==> src/rtl/bus_mux_pipe.sv <==
// bus_mux_pipe: channel select + zero/sign extend into a 2-deep skid pipe.
// Ports: clk, rst (async high), in_data/in_sel/in_sext/in_valid/in_ready,
//        out_data/out_err/out_valid/out_ready.
module bus_mux_pipe #(
  parameter int NCH   = 2,
  parameter int IN_W  = 4,
  parameter int OUT_W = 16,
  localparam int SEL_W = (NCH > 1) ? $clog2(NCH) : 1
) (
  input  logic                clk,
  input  logic                rst,
  input  logic [NCH*IN_W-1:0] in_data,
  input  logic [SEL_W-1:0]    in_sel,
  input  logic                in_sext,
  input  logic                in_valid,
  output logic                in_ready,
  output logic [OUT_W-1:0]    out_data,
  output logic                out_err,
  output logic                out_valid,
  input  logic                out_ready
);

  typedef enum logic [1:0] {
    EMPTY,
    ONE,
    TWO
  } state_t;

  state_t state, state_n;

  logic [IN_W-1:0]  chan;
  logic             hit;
  logic [OUT_W-1:0] ext;
  logic [OUT_W-1:0] word;
  logic             word_err;

  logic [OUT_W-1:0] out_q, skid_q;
  logic             err_q, skid_err;

  logic in_xfer, out_xfer;
  logic ld_out, ld_skid, mv_skid;

  always_comb begin
    chan = '0;
    hit  = 1'b0;
    for (int k = 0; k < NCH; k++) begin
      if (in_sel == SEL_W'(k)) begin
        chan = in_data[k*IN_W +: IN_W];
        hit  = 1'b1;
      end
    end
  end

  generate
    if (IN_W < OUT_W) begin : g_ext
      assign ext = {{(OUT_W-IN_W){in_sext & chan[IN_W-1]}}, chan};
    end else begin : g_trunc
      // Narrowing drops the upper channel bits; sign mode is moot.
      logic unused_ok;
      assign unused_ok = ^{in_sext, chan};
      assign ext = chan[OUT_W-1:0];
    end
  endgenerate

  assign word     = hit ? ext : '0;
  assign word_err = ~hit;

  // Ready depends on registered state only; reset holds it low.
  assign in_ready  = ~rst & (state != TWO);
  assign out_valid = (state != EMPTY);
  assign in_xfer   = in_valid & in_ready;
  assign out_xfer  = out_valid & out_ready;

  always_ff @(posedge clk or posedge rst) begin
    if (rst) state <= EMPTY;
    else     state <= state_n;
  end

  always_comb begin
    state_n = state;
    ld_out  = 1'b0;
    ld_skid = 1'b0;
    mv_skid = 1'b0;
    unique case (state)
      EMPTY: begin
        if (in_xfer) begin
          ld_out  = 1'b1;
          state_n = ONE;
        end
      end
      ONE: begin
        unique case (1'b1)
          (in_xfer & out_xfer): ld_out = 1'b1;
          (in_xfer & ~out_xfer): begin
            ld_skid = 1'b1;
            state_n = TWO;
          end
          (~in_xfer & out_xfer): state_n = EMPTY;
          default: ;
        endcase
      end
      TWO: begin
        if (out_xfer) begin
          mv_skid = 1'b1;
          state_n = ONE;
        end
      end
      default: state_n = EMPTY;
    endcase
  end

  always_ff @(posedge clk or posedge rst) begin
    if (rst) begin
      out_q    <= '0;
      err_q    <= 1'b0;
      skid_q   <= '0;
      skid_err <= 1'b0;
    end else begin
      if (ld_out) begin
        out_q <= word;
        err_q <= word_err;
      end else if (mv_skid) begin
        out_q <= skid_q;
        err_q <= skid_err;
      end
      if (ld_skid) begin
        skid_q   <= word;
        skid_err <= word_err;
      end
    end
  end

  assign out_data = out_q;
  assign out_err  = err_q;

endmodule

==> config.mk <==
export PLATFORM = sky130hd
export DESIGN_NAME = bus_mux_pipe
export DESIGN_NICKNAME = d
export VERILOG_FILES = /design/src/rtl/bus_mux_pipe.sv
export SDC_FILE = /design/constraint.sdc
export NUM_CORES = 1
export LEC_CHECK = 0
export BUFFER_PORTS_ARGS = -buffer_cell sky130_fd_sc_hd__buf_2
export CAP_MARGIN = 20
export CORE_ASPECT_RATIO = 0.9
export CORE_UTILIZATION = 45
export DETAILED_ROUTE_END_ITERATION = 8
export GPL_ROUTABILITY_DRIVEN = 0
export PLACE_DENSITY = 0.77
export SLEW_MARGIN = 20
export SYNTH_ARGS = -nofsm -noshare
export SYNTH_HDL_FRONTEND = slang
export SYNTH_SLANG_ARGS = --single-unit
export TNS_END_PERCENT = 5
==> constraint.sdc <==
create_clock -name clk -period 2.4 [get_ports clk]
set_clock_uncertainty 0.1 [all_clocks]
set_input_delay 0.36 -clock clk [delete_from_list [all_inputs] [get_ports clk]]
set_output_delay 0.36 -clock clk [all_outputs]
set_load 0.05 [all_outputs]
Word level (Yosys, flattened, before mapping)
Cells that the tools add are included. Widths: inputs -> output; s select.

Flip-flop bits (word level): 24. Bits of input ports: 14. Logic and storage cells: 40.

Eq/ne operators: 6. Mux-type cells: 16. Bitwise operators: 10. Reduce and logical (&&, ||, !) cells: 4.

Operators with widths (number): $mux 16 (2); $mux 1 (8); $and 1x1->1 (7); $ne 2x2->1 const B (3); $pmux 2 s3 (1); $mux 2 (2); $mux 4 (1); $pmux 2 s2 (1); $reduce_bool 2->1 (2); $ne 3x3->1 const B (1); $not 1->1 (3); $reduce_and 3->1 (1); $eq 2x1->1 const B (1); $eq 2x2->1 const B (1); $logic_not 2->1 (1); $pmux 1 s2 (1).

Depth between registers and ports, before layout
Depth in word-level cells: 7. Mapped depth: 4. Depth with buffers taken out: 3.

Worst setup path after synthesis
No wires, ideal clock.

Path type: register to output. From: register state[1]. To: output in_ready. Data arrival time: 1.266 ns. Slack: 0.674 ns. Stages on the path, launching flop included: 3. Path buffers: 1. Cell sequence: dfrtp_1 > buf_4 > a21oi_1.

Cells in the longest elaborated chain, start to end: 2.

Ends and longest elaborated chain: start, declared (RTL line 29) `state_t state, state_n;`; start signal, assigned (RTL line 76) `else state <= state_n;`; $ne 2x2->1 (RTL line 69) `assign in_ready = ~rst & (state != TWO);`; $and 1x1->1 (RTL line 69); end, declared (RTL line 16) `output logic in_ready,`.

Every way passes these cells.

Worst setup path after layout
From: register state[1]. To: output out_valid.

Cells in the longest elaborated chain, start to end: 1.

Ends and longest elaborated chain: $reduce_bool 2->1 (RTL line 70) `assign out_valid = (state != EMPTY);`; end, declared (RTL line 19) `output logic out_valid,`.

Every way passes these cells.

==> results.sh <==
export IMPL_synthesis_area_um2=728
export IMPL_die_x_um=44.4
export IMPL_peakVddDrop_uv=481
export IMPL_clk_path_buf_depth=2
export IMPL_grt_overflow=0
export IMPL_crit_fanout=8
export IMPL_synth_distinct_cells=21
export IMPL_htree_levels=1
export IMPL_hold_buffers=0
export IMPL_drt_wirelength_per_cell_um=11.4
export IMPL_min_path_type="input pin to asynchronous set/reset pin"
export IMPL_design_area_um2=836
export IMPL_synth_top_flop_cell="dfrtp_1"
export IMPL_path_class="flop to output port"
export IMPL_avgSynthCellArea_um2=11.4
export IMPL_fin_nets=101
export IMPL_ant_nets=0
export IMPL_grt_pass1_wl_mm=1.93
export IMPL_grt_util_all_layers=0.162
export IMPL_period_share=0.727
export IMPL_dr_pass1_iters=4
export IMPL_clk_pin_slew_ps=70
export IMPL_cts_tree="done"
export IMPL_worstPathArrival_ps=1290
export IMPL_post_dp_hpwl_um=936
export IMPL_p_leak_uw=0.000464
export IMPL_yosys_register_bits=12
export IMPL_drt_initial_drc_count=6
export IMPL_grt_max_degree=14
export IMPL_diodes=0
export IMPL_post_cts_resized=0
export IMPL_place_area_um2=813
export IMPL_start_util=0.492
export IMPL_final_common_cell="buf_2"
export IMPL_post_cts_buffers=0
export IMPL_cts_buffers=3
export IMPL_maxCapViolCount=0
export IMPL_seq_area_frac_synth=0.412
export IMPL_endpoint_kind="output port"
export IMPL_hold_viol_final=0
export IMPL_register_area_um2=300
export IMPL_core_area_um2=1480
export IMPL_startpoint_type="flop"
export IMPL_tns_ps=0
export IMPL_port_buffers=31
export IMPL_die_h_um=40.2
export IMPL_via_per_inst=4.86
export IMPL_async_flop_share=1.00
export IMPL_vias=520
export IMPL_die_area_um2=1780
export IMPL_io_pins=33
export IMPL_fillers=135
export IMPL_antenna_found_initial=0
export IMPL_final_setup_viol_count=0
export IMPL_clock_latency_ps=260
export IMPL_postSynthCellCount=64
export IMPL_grt_pass1_vias=434
export IMPL_layout_drive_gt1_share=0.553
export IMPL_synth_edf_count=0
export IMPL_final_cell_mix="buf_2 (31), dfrtp_1 (12), mux2i_1 (8)"
export IMPL_drc_errors=0
export IMPL_root_buffer="clkbuf_4"
export IMPL_drt_total_wl_mm=1.22
export IMPL_max_freq_mhz=573
export IMPL_rsz0062_at_grt="false"
export IMPL_syn_nets=78
export IMPL_clock_sinks=12
export IMPL_area_delta_synth_final_pct=14.8
export IMPL_fin_crit_ps=1750
export IMPL_drv_slew=0
export IMPL_ys_warnings_count=0
export IMPL_crit_required_ps=1940
export IMPL_rows=13
export IMPL_multi_input_area_um2=319
export IMPL_status="completed"
export IMPL_power_density_nw_per_um2=1130
path summary, 6_finish.rpt:
| check | start | end | slack [ps] | depth (start not counted) |
|---|---|---|---|---|
| hold / removal | rst | out_data[3]$_DFFE_PP0P_ | 30 | 2 |
| max in group asynchronous | rst | out_data[2]$_DFFE_PP0P_ | 1860 | 2 |
| setup reg to reg | state[1]$_DFFE_PP0P_ | out_data[1]$_DFFE_PP0P_ | 860 | 3 |
| min in group clk | in_sext | skid_q[4]$_DFFE_PP0P_ | 260 | 3 |
| setup / recovery | state[1]$_DFFE_PP0P_ | out_valid | 650 | 2 |
| hold reg to reg | state[0]$_DFFE_PP0P_ | state[0]$_DFFE_PP0P_ | 400 | 1 |
report_power, final:
group	switching, uW	internal, uW	leakage [uW]	total (uW)
registers	41.6	266	0.000145	308
logic	381	134	0.000305	515
clock network	61.0	58.0	0.0000138	119
total	483	458	0.000464	941
final cells by class:
| type | instances | share of cell area |
|---|---|---|
| Multi-Input combinational cell | 36 | 0.382 |
| Clock buffer | 3 | 0.0269 |
| Sequential cell | 12 | 0.359 |
| Timing Repair Buffer | 31 | 0.186 |
| Tap cell | 22 | 0.0329 |
| Inverter | 3 | 0.0135 |
flip-flops by register name, indices dropped and copies added (netlist names):
name      count
out_data      5
skid_q        5
state         2
critical path: stages, from the launching register on:
cell and delay [ps]:
dfrtp_1 480, or2_2 330, buf_2 210
synth_stat cells (2+ instances only):
cell | n | area (um2)
mux2_1 | 2 | 22.5
a21oi_1 | 4 | 20.0
mux2i_1 | 8 | 80.1
buf_4 | 13 | 97.6
nand2_1 | 2 | 7.51
mux2_4 | 2 | 30.0
dfrtp_1 | 12 | 300
mux2_2 | 6 | 67.6
inv_1 | 3 | 11.3
metrics by stage:
stage | utilization | total power, uW | cells | hold WS (ps) | worst slack, ps
final | 0.565 | 941 | 107 | 31.3 | 655
after global routing | 0.565 | 997 | 107 | 74.6 | 618
after CTS | 0.565 | 949 | 107 | 39.1 | 650
after detailed placement | 0.549 | 830 | 104 | 328 | 860
after global placement | 0.549 | 826 | 104 | 324 | 899
after floorplan | - | 792 | 64 | 125 | 674
per-layer routing:
layer,part of all wire,GRT usage
met3,0.063,0.0405
met2,0.45,0.250
met4,0.015,0.0909
met5,0,0
met1,0.47,0.209
cells by family after synthesis:
| group | Yosys count | share of synthesized area |
|---|---|---|
| muxes | 18 | 0.275 |
| and+or+nand+nor | 9 | 0.0945 |
| AOI/OAI and AO/OA | 8 | 0.0636 |
| other | 1 | 0.00515 |
| buffers and inverters | 16 | 0.149 |
| DFF | 12 | 0.412 |
(Power assumes the default switching activity.)
